File: src/rtl/ps2_rx_fifo.sv
// PS/2 device-to-host receiver: synchronised and glitch-filtered clock, frame
// decoder with parity/framing/timeout checks, and a first-word fall-through byte FIFO.
module ps2_rx_fifo #(
    parameter int FILTER_LEN     = 5,
    parameter int FIFO_DEPTH     = 8,
    parameter int TIMEOUT_CYCLES = 2000
) (
    input  logic                         clk,
    input  logic                         rst_n,
    input  logic                         ps2_clk,
    input  logic                         ps2_data,
    input  logic                         rd_en,
    output logic [7:0]                   out,
    output logic                         valid,
    output logic [$clog2(FIFO_DEPTH):0]  count,
    output logic                         parity_err,
    output logic                         frame_err,
    output logic                         overflow
);
    localparam int AW = $clog2(FIFO_DEPTH);
    localparam int FW = $clog2(FILTER_LEN);
    localparam int TW = $clog2(TIMEOUT_CYCLES + 1);
    localparam logic [FW-1:0] FILT_MAX = FW'(FILTER_LEN - 1);
    localparam logic [TW-1:0] TMO_MAX  = TW'(TIMEOUT_CYCLES - 1);
    localparam logic [AW:0]   DEPTH_C  = (AW + 1)'(FIFO_DEPTH);

    typedef enum logic [1:0] {IDLE, RECV, CHECK} state_e;

    logic          clk_s1_q, clk_s1_d, clk_s2_q, clk_s2_d;
    logic          dat_s1_q, dat_s1_d, dat_s2_q, dat_s2_d;
    logic          filt_q, filt_d, fall_q, fall_d;
    logic [FW-1:0] filt_cnt_q, filt_cnt_d;
    state_e        state_q, state_d;
    logic [3:0]    bit_cnt_q, bit_cnt_d;
    logic [10:0]   shift_q, shift_d;
    logic [TW-1:0] tmo_q, tmo_d;
    logic [AW-1:0] wr_ptr_q, wr_ptr_d, rd_ptr_q, rd_ptr_d;
    logic [AW:0]   count_q, count_d;
    logic          parity_err_q, parity_err_d, frame_err_q, frame_err_d;
    logic          overflow_q, overflow_d;
    logic          push_req, push_ok, do_pop, full;
    logic [7:0]    mem_q [FIFO_DEPTH];

    // Synchronisers and clock filter: the level flips only on the FILTER_LEN-th
    // consecutive differing sample; the strobe marks a filtered 1->0 flip.
    always_comb begin
        // NOTE: every always_comb output gets a default first so no path infers a latch.
        clk_s1_d   = ps2_clk;
        clk_s2_d   = clk_s1_q;
        dat_s1_d   = ps2_data;
        dat_s2_d   = dat_s1_q;
        filt_d     = filt_q;
        filt_cnt_d = '0;
        fall_d     = 1'b0;
        if (clk_s2_q != filt_q) begin
            if (filt_cnt_q == FILT_MAX) begin
                filt_d = clk_s2_q;
                fall_d = filt_q;
            end else begin
                filt_cnt_d = filt_cnt_q + 1'b1;
            end
        end
    end

    // Frame decoder; shift_q ends as {stop, parity, data[7:0], start}.
    always_comb begin
        state_d      = state_q;
        bit_cnt_d    = bit_cnt_q;
        shift_d      = shift_q;
        tmo_d        = tmo_q;
        push_req     = 1'b0;
        parity_err_d = 1'b0;
        frame_err_d  = 1'b0;
        case (state_q)
            IDLE: begin
                if (fall_q) begin
                    if (!dat_s2_q) begin
                        shift_d   = {1'b0, shift_q[10:1]};
                        bit_cnt_d = '0;
                        tmo_d     = TW'(1);
                        state_d   = RECV;
                    end else begin
                        frame_err_d = 1'b1;
                    end
                end
            end
            RECV: begin
                if (fall_q) begin
                    shift_d   = {dat_s2_q, shift_q[10:1]};
                    bit_cnt_d = bit_cnt_q + 4'd1;
                    tmo_d     = TW'(1);
                    if (bit_cnt_q == 4'd9) state_d = CHECK;
                end else if (tmo_q == TMO_MAX) begin
                    frame_err_d = 1'b1;
                    state_d     = IDLE;
                end else begin
                    tmo_d = tmo_q + 1'b1;
                end
            end
            CHECK: begin
                state_d = IDLE;
                if (!shift_q[10] || shift_q[0]) frame_err_d  = 1'b1;
                else if (!(^shift_q[9:1]))      parity_err_d = 1'b1;
                else                            push_req     = 1'b1;
            end
            default: state_d = IDLE;
        endcase
    end

    // A push into a full FIFO only succeeds when a pop frees a slot in the same cycle.
    always_comb begin
        do_pop     = rd_en && (count_q != '0);
        full       = (count_q == DEPTH_C);
        push_ok    = push_req && (!full || do_pop);
        overflow_d = push_req && full && !do_pop;
        wr_ptr_d   = push_ok ? wr_ptr_q + 1'b1 : wr_ptr_q;
        rd_ptr_d   = do_pop  ? rd_ptr_q + 1'b1 : rd_ptr_q;
        count_d    = count_q;
        case ({push_ok, do_pop})
            2'b10:   count_d = count_q + 1'b1;
            2'b01:   count_d = count_q - 1'b1;
            default: count_d = count_q;
        endcase
    end

    always_ff @(posedge clk) begin
        // NOTE: sequential state uses non-blocking assignments so all flops update together.
        if (!rst_n) begin
            clk_s1_q     <= 1'b1;
            clk_s2_q     <= 1'b1;
            dat_s1_q     <= 1'b1;
            dat_s2_q     <= 1'b1;
            filt_q       <= 1'b1;
            filt_cnt_q   <= '0;
            fall_q       <= 1'b0;
            state_q      <= IDLE;
            bit_cnt_q    <= '0;
            shift_q      <= '0;
            tmo_q        <= '0;
            wr_ptr_q     <= '0;
            rd_ptr_q     <= '0;
            count_q      <= '0;
            parity_err_q <= 1'b0;
            frame_err_q  <= 1'b0;
            overflow_q   <= 1'b0;
        end else begin
            clk_s1_q     <= clk_s1_d;
            clk_s2_q     <= clk_s2_d;
            dat_s1_q     <= dat_s1_d;
            dat_s2_q     <= dat_s2_d;
            filt_q       <= filt_d;
            filt_cnt_q   <= filt_cnt_d;
            fall_q       <= fall_d;
            state_q      <= state_d;
            bit_cnt_q    <= bit_cnt_d;
            shift_q      <= shift_d;
            tmo_q        <= tmo_d;
            wr_ptr_q     <= wr_ptr_d;
            rd_ptr_q     <= rd_ptr_d;
            count_q      <= count_d;
            parity_err_q <= parity_err_d;
            frame_err_q  <= frame_err_d;
            overflow_q   <= overflow_d;
        end
    end

    // NOTE: storage is not reset; count_q alone defines which entries are meaningful.
    always_ff @(posedge clk) begin
        if (push_ok) mem_q[wr_ptr_q] <= shift_q[8:1];
    end

    assign valid      = (count_q != '0);
    assign out        = valid ? mem_q[rd_ptr_q] : 8'h00;
    assign count      = count_q;
    assign parity_err = parity_err_q;
    assign frame_err  = frame_err_q;
    assign overflow   = overflow_q;
endmodule

File: config.mk
export PLATFORM = sky130hd
export DESIGN_NAME = ps2_rx_fifo
export DESIGN_NICKNAME = d
export VERILOG_FILES = /design/src/rtl/ps2_rx_fifo.sv
export SDC_FILE = /design/constraint.sdc
export NUM_CORES = 1
export LEC_CHECK = 0
export CORE_UTILIZATION = 64
export CTS_CLUSTER_SIZE = 30
export DETAILED_ROUTE_END_ITERATION = 7
export PLACE_DENSITY_LB_ADDON = 0.12
export SYNTH_ARGS = -nofsm -noshare
export SYNTH_HDL_FRONTEND = slang
export SYNTH_SLANG_ARGS = --single-unit
File: constraint.sdc
create_clock -name clk -period 6.51 [get_ports clk]
set_input_delay 1.953 -clock clk [delete_from_list [all_inputs] [get_ports clk]]
set_output_delay 1.953 -clock clk [all_outputs]
set_load 0.05 [all_outputs]
=== Yosys cells after proc, flatten, opt, wreduce, memory -nomap -nowiden ===
Memories as Yosys holds them, arrays and structs flattened. A register that Yosys moved wholly into a read port is not among the register bits.
Cells that the tools add are included.

* $add $sub $neg: 7
* Bitwise logic cells: 3
* Equal/unequal tests: 15
* Reduce and logical (&&, ||, !) cells: 21
* Multiplexer cells: 35

{| class="wikitable"
|+ Operator list
! cell !! count
|-
| 11-bit 2-to-1 mux || 7
|-
| 11-bit case mux with 2 select lines || 2
|-
| 4-bit case mux with 2 select lines || 2
|-
| 4-bit 2-to-1 mux || 3
|-
| 4-bit AND reduction || 3
|-
| 11-bit by 1-bit adder with 11-bit output (second input constant) || 1
|-
| 11-bit == test (second input constant) || 1
|-
| 1-bit 2-to-1 mux || 11
|-
| 2-bit 2-to-1 mux || 5
|-
| 3-bit by 1-bit adder with 3-bit output (second input constant) || 3
|-
| 3-bit != test (second input constant) || 3
|-
| 9-bit XOR reduction || 1
|-
| 4-bit by 1-bit adder with 4-bit output (second input constant) || 2
|-
| 4-bit == test (second input constant) || 2
|-
| 8-bit 2-to-1 mux || 1
|-
| 3-bit 2-to-1 mux || 2
|-
| 2-bit != test (second input constant) || 3
|-
| 3-bit OR reduction || 2
|-
| 2-bit by 1-bit == test with 1-bit output (second input constant) || 2
|-
| 2-bit == test (second input constant) || 2
|-
| 1-bit logical AND || 4
|-
| 2-bit case mux with 2 select lines || 1
|-
| 2-bit nonzero test || 2
|-
| 4-bit nonzero test || 1
|-
| other kinds (10) || 15
|}

* RAM bits: 64
* Memories: 1
* Bits in registers: 50
* Output and inout bits: 16

{| class="wikitable"
|+ Memories
! memory !! depth !! width !! read ports !! clocked after Yosys merged registers in !! wr ports !! RTL line !! RTL
|-
| mem_q || 8 || 8 || 1 || 1 || 1 || 42 || <nowiki>logic [7:0] mem_q [FIFO_DEPTH];</nowiki>
|}

=== Longest topological paths before layout ===
Gate-level depths: netlist of run 1.

* Depth in word-level cells: 7
* Gate-level depth with buffers: 12
* Gate-level depth less buffers: 11

=== Worst setup path after synthesis of run 1 ===
No wires, ideal clock.

* Path kind: register to output
* Start point: register (tool-made name)
* End point: output out[5]
* Cell stages (with the launch flop): 6
* Path buffers: 2
* Setup slack: 2.698 ns
* Arrival: 1.859 ns
* Path through: dfxtp_1 clkbuf_1 clkbuf_1 mux4_2 mux2i_1 nor2_1

{| class="wikitable"
|+ RTL lines
! what !! RTL line !! RTL
|-
| to (decl) || 13 || <nowiki>output logic [7:0] out,</nowiki>
|}

==> results.json, run 1 <==
{
  "register_area_sq_um": 2980,
  "drcViolationCount": 0,
  "routed-wl-met3_um": 339,
  "clk_pin_slew_ns": 0.05,
  "io_pins": 21,
  "p_clk_share_pct": 42.7,
  "grt_pass1_wl_um": 15200,
  "finalCriticalPeriod_ns": 5.02,
  "track_usage_pct": 25.1,
  "p_leak_nw": 1.97,
  "num_vias": 3060,
  "clkLatencyLatePin_ns": 0.51,
  "cts_hold_buffers": 0,
  "dieWidth_um": 89.9,
  "synth_area_leaders": "edfxtp_1 (39%), dfxtp_1 (21%), mux4_2 (7.3%), nand2_1 (3.6%), nor2_1 (3.1%)",
  "p_int_mw": 1.44,
  "ant_nets": 0,
  "routedWlPerCell_um": 17.4,
  "drv_cap": 0,
  "worstPathMaxFanout": 16,
  "coreArea_sq_um": 7370,
  "critPathLaunchType": "flop",
  "grt.overflow.total": 0,
  "numCtsBuffers": 17,
  "wl_met1_um": 4080,
  "synth_cells": 387,
  "synth_seq_cells": 117,
  "grt_max_degree": 24,
  "io_buffers": 20,
  "synth_fp_nets": 402,
  "setup-tns-final_ns": 0,
  "crit_type": "flop to output port",
  "ys.flop_type": "edfxtp_1",
  "tightest_slew_ns": 1.03,
  "dp_hpwl_um": 5670,
  "placedInstanceArea_sq_um": 5250,
  "ys_types": 51,
  "slew_headroom_pct": 31.0,
  "synth-async-reset-ratio_pct": 0,
  "start_util_pct": 67.1,
  "yosysSeqAreaShare_pct": 60.3,
  "antenna_cells": 0,
  "cts_buffer_depth": 2,
  "critPathRequiredTime_ns": 4.56,
  "final_nets": 431,
  "htreeDepth": 4,
  "areaGrowthSynthToFinish_pct": 16.8,
  "postCtsSetupBuffers": 0,
  "setup_viol": 0,
  "synth_largest_area_cell": "edfxtp_1",
  "yosysWarnings": 0,
  "viasPerCell": 5.81,
  "yosysTopAreaCellShare_pct": 38.8,
  "drv_slew": 0,
  "clock-sinks": 117,
  "switching_power_mw": 0.502,
  "antenna_found_initial": 0,
  "drive_gt1_share_pct": 12.6,
  "period_share_pct": 77.1,
  "fmax_mhz": 199,
  "cp.arrival_ns": 3.07,
  "synth-edff-count": 64,
  "cp-end-kind": "output port",
  "dr.pass1.iters": 5,
  "pwr-share-comb_pct": 15.5,
  "powerDensity_nw_per_um2": 337,
  "outcome": "finished, final reports clean",
  "p_sw_share_pct": 25.8,
  "first_iter_violations": 238,
  "total_power_mw": 1.95,
  "dieArea_sq_um": 8090,
  "nFillCells": 444,
  "skew_ns": 0.00623,
  "place_congestion": 0.796,
  "tritoncts": "yes",
  "postSynthAreaPerCell_sq_um": 12.8,
  "syn-cell-area_sq_um": 4950,
  "final_cell_area_sq_um": 5780,
  "postCtsResizedCells": 0,
  "top_layer": "met4",
  "layout_commonest_cell": "edfxtp_1",
  "first_global_vias": 3098,
  "p_seq_share_pct": 41.8,
  "ir_drop_mv": 0.238,
  "final_cell_mix": "edfxtp_1 (64), dfxtp_1 (53), nand2_1 (47), nor2_1 (41)",
  "clockRootBuffer": "clkbuf_8",
  "std_cell_rows": 31,
  "holdCritPathClass": "flop to flop",
  "multi_input_area_sq_um": 1870,
  "wirelength_um": 9180,
  "hold_violations": 0,
  "die_h_um": 89.9,
  "rsz0062_at_grt": "no",
  "dr_wl_met2_um": 4610
}
registers in the layout, summed over array words and instances, names as in the netlist, 2 cells and up, named ones only:
signal	flops
count	4
state_q	2
filt_cnt_q	3
tmo_q	11
bit_cnt_q	4
rd_ptr_q	3
mem_q	64
shift_q	11
wr_ptr_q	3
worst paths after layout:
check	startpoint	end	slack, ns	cells after the start
min	clk_s1_q	clk_s2_q	0.41	1
min reg2reg	clk_s1_q	clk_s2_q	0.41	1
max	flop	out[6]	1.49	4
max reg2reg	shift_q[8]	count[3]	3.51	11
cell type report:
| cell class | instances | area share, % |
|---|---|---|
| clock buffer | 20 | 7.36 |
| multi-input combinational | 245 | 32.4 |
| clock inverter | 11 | 1.93 |
| inverter | 13 | 0.844 |
| tap | 99 | 2.14 |
| sequential | 117 | 51.6 |
| timing repair buffer | 22 | 3.72 |
cell families after synthesis:
group / share of synthesized area [%]
simple gates: 13.4
flops: 60.3
compound gates: 5.41
mux: 11.2
buf+inv: 1.95
xor+xnor: 5.13
fa+ha+maj: 2.68
cell usage after synthesis, types with 2 or more instances:
library cell,n
nor3b_1,2
nand2_1,47
clkbuf_1,8
xor2_1,8
buf_1,2
dfxtp_1,53
nand2b_1,12
edfxtp_1,64
nor3_1,5
nand4b_1,3
and2_1,2
buf_2,2
xnor2_1,13
inv_1,12
nand4_1,2
a21oi_1,20
o21ai_0,5
mux2i_1,14
nand4bb_1,2
ha_1,9
nand3_1,10
a211oi_1,7
nor2_1,41
and2b_1,2
mux4_2,16
routing by layer:
layer / up-vias / GRT usage (%)
li1: 1463 / -
met1: 1496 / 31.2
met2: 86 / 42.2
met3: 15 / 7.78
met4: 0 / 7.80
met5: - / 0
metrics by stage:
stage                     std cells  utilization (%)  setup slack (ns)  hold WS [ns]
after CTS                       527             78.5              1.36         0.415
after detailed placement        496             71.2              1.94         0.398
final                           527             78.5              1.49         0.410
after global routing            527             78.5              1.20         0.421
after floorplan                 387                -              2.70         0.386
after global placement          496             71.2              2.03         0.394
worst max-delay path, cell delays in order (launching register included):
cell and delay (ns):
dfxtp_1 1.00, mux4_2 0.62, mux2i_1 0.15, nor2_1 0.07, clkdlybuf4s50_1 0.73
power by group through the flow:
stage,registers (mW),logic (mW),clock network [mW]
floorplan,0.823,0.228,0
global placement,0.827,0.296,0
detailed placement,0.829,0.299,0
CTS,0.815,0.304,0.843
global route,0.818,0.320,0.878
finish,0.813,0.302,0.831
Note: power is estimated with default switching activity, not from simulation.
==> run 2, diff against run 1 <==
Settings changed: CORE_UTILIZATION 64 to 60.
Clock period 6.51 ns to 4.7 ns, I/O delays scaled along.
==> run 2 against run 1 <==
Against the previous run: worst setup slack lost 0.88 ns; total power increased by 45%; first-iteration DRC count fell by 9.2%; sequential share of layout area is 0.70 points lower; design area is 1.4% higher; global-route usage is 1.2 points lower; via count did not move; largest cell class unchanged.
==> results.json, run 2 (synthesis results as in run 1) <==
{
  "dr.pass1.iters": 5,
  "drcViolationCount": 0,
  "io_pins": 21,
  "r2r-end": "count[3]",
  "io_buffers": 20,
  "dieWidth_um": 92.8,
  "crit_type": "flop to output port",
  "dp_hpwl_um": 5880,
  "multi_input_area_sq_um": 1870,
  "numCtsBuffers": 17,
  "largest_reg_flops": 64,
  "hold_ws_ns": 0.407,
  "wl_met1_um": 3820,
  "period_share_pct": 87.1,
  "worstPathMaxFanout": 16,
  "tightest_slew_ns": 0.917,
  "slowest_delay_ns": 0.82,
  "routedWlPerCell_um": 17.0,
  "wirelength_um": 9060,
  "layout_commonest_cell": "edfxtp_1",
  "antenna_cells": 0,
  "cp_cell_sequence": "mux4_2, mux2i_1, nor2_1, clkdlybuf4s50_1",
  "place_congestion": 0.761,
  "cp_slowest_cell": "dfxtp_1",
  "std_cell_rows": 32,
  "min_path_cells": 1,
  "clock-sinks": 117,
  "postCtsResizedCells": 0,
  "p_leak_nw": 2.00,
  "clkLatencyLatePin_ns": 0.52,
  "viasPerCell": 5.73,
  "drv_slew": 0,
  "areaGrowthSynthToFinish_pct": 18.5,
  "htreeDepth": 4,
  "cp-end-kind": "output port",
  "setup_viol": 0,
  "placed_cells_incl_taps": 502,
  "grt_max_degree": 24,
  "powerDensity_nw_per_um2": 480,
  "nFillCells": 515,
  "slew_headroom_pct": 38.7,
  "fin_util_pct": 74.7,
  "holdCritPathClass": "flop to flop",
  "coreArea_sq_um": 7850,
  "layout.cells.non_filler": 534,
  "postCtsSetupBuffers": 0,
  "grt.overflow.total": 0,
  "skew_ns": 0.0158,
  "reg_top3": "mem_q (64), shift_q (11), tmo_q (11)",
  "clockRootBuffer": "clkbuf_8",
  "top_layer": "met4",
  "tritoncts": "yes",
  "register_area_sq_um": 2980,
  "cts_hold_buffers": 0,
  "clk_pin_slew_ns": 0.05,
  "total_power_mw": 2.82,
  "critPathRequiredTime_ns": 3.29,
  "dr_wl_met2_um": 4710,
  "rr_worst_depth": 11,
  "top_register": "mem_q",
  "first_global_vias": 3049,
  "r2r-start": "shift_q[8]",
  "die_h_um": 92.8,
  "ff2ff_setup_slack_ns": 1.64,
  "num_vias": 3060,
  "rsz0062_at_grt": "no",
  "min-delay-start": "clk_s1_q",
  "first_iter_violations": 216,
  "ant_nets": 0,
  "finalCriticalPeriod_ns": 4.09,
  "min_to": "clk_s2_q",
  "start_util_pct": 63.1,
  "antenna_found_initial": 0,
  "final_nets": 434,
  "critPathLaunchType": "flop",
  "cp.arrival_ns": 2.68,
  "fmax_mhz": 244,
  "drive_gt1_share_pct": 14.1,
  "setup-tns-final_ns": 0,
  "hold_violations": 0,
  "routed-wl-met3_um": 412,
  "drv_cap": 0,
  "track_usage_pct": 23.8,
  "ir_drop_mv": 0.253,
  "dieArea_sq_um": 8610,
  "cts_buffer_depth": 2,
  "outcome": "finished, final reports clean",
  "grt_pass1_wl_um": 15000,
  "final_cell_mix": "edfxtp_1 (64), dfxtp_1 (53), nand2_1 (47), nor2_1 (41)"
}
-- run 2: changes by cell type in the layout (fill, tap and decap cells not counted) --
cell and change:
clkinvlp_4 +2, clkinv_4 +3, clkinv_2 -3, inv_6 +2, buf_4 +3, bufinv_16 +1
nor3_2 -1, nor3_1 +1, clkinv_1 -2, clkbuf_1 -2
-- run 2: layout make-up --
class	instances	share of cell area, %
inverters	13	0.832
multi-input cells	245	31.9
repair buffers	25	4.06
clock inverters	14	3.03
flip-flops and latches	117	50.9
clock buffers	18	7.13
well taps	102	2.18
-- run 2: how the worst max path moves through the flow --
stage | start | endpoint | slack [ns] | depth (start not counted)
floorplan | flop | out[5] | 1.43 | 5
CTS | flop | out[1] | 0.57 | 4
detailed placement | rd_en | mem_q[6][1] | 0.91 | 6
global placement | rd_en | mem_q[6][3] | 0.98 | 6
finish | flop | out[6] | 0.61 | 4
global route | flop | out[4] | 0.50 | 4
-- run 2: routing by layer --
| metal | vias up | track usage, % |
|---|---|---|
| li1 | 1470 | - |
| met1 | 1490 | 28.5 |
| met2 | 86 | 41.0 |
| met3 | 14 | 6.57 |
| met4 | 0 | 8.97 |
| met5 | - | 0 |
-- run 2: power by group --
part           switching [mW]  leakage [nW]  internal (mW)
combinational           0.265         0.704          0.179
sequential             0.0171          1.02           1.08
clock                   0.461         0.278          0.811
-- run 2: critical path, delay by kind of cell (launching register included) --
kind	cells	cell delay [ns]
muxes	2	0.57
buffers and inverters	1	0.72
DFF	1	0.82
and+or+nand+nor	1	0.06
-- run 2: per-stage QoR --
step	cell area [sq um]	setup slack, ns
floorplan	4950	1.43
finish	5860	0.608
CTS	5860	0.575
detailed placement	5270	0.908
global route	5860	0.503
global placement	5270	0.979
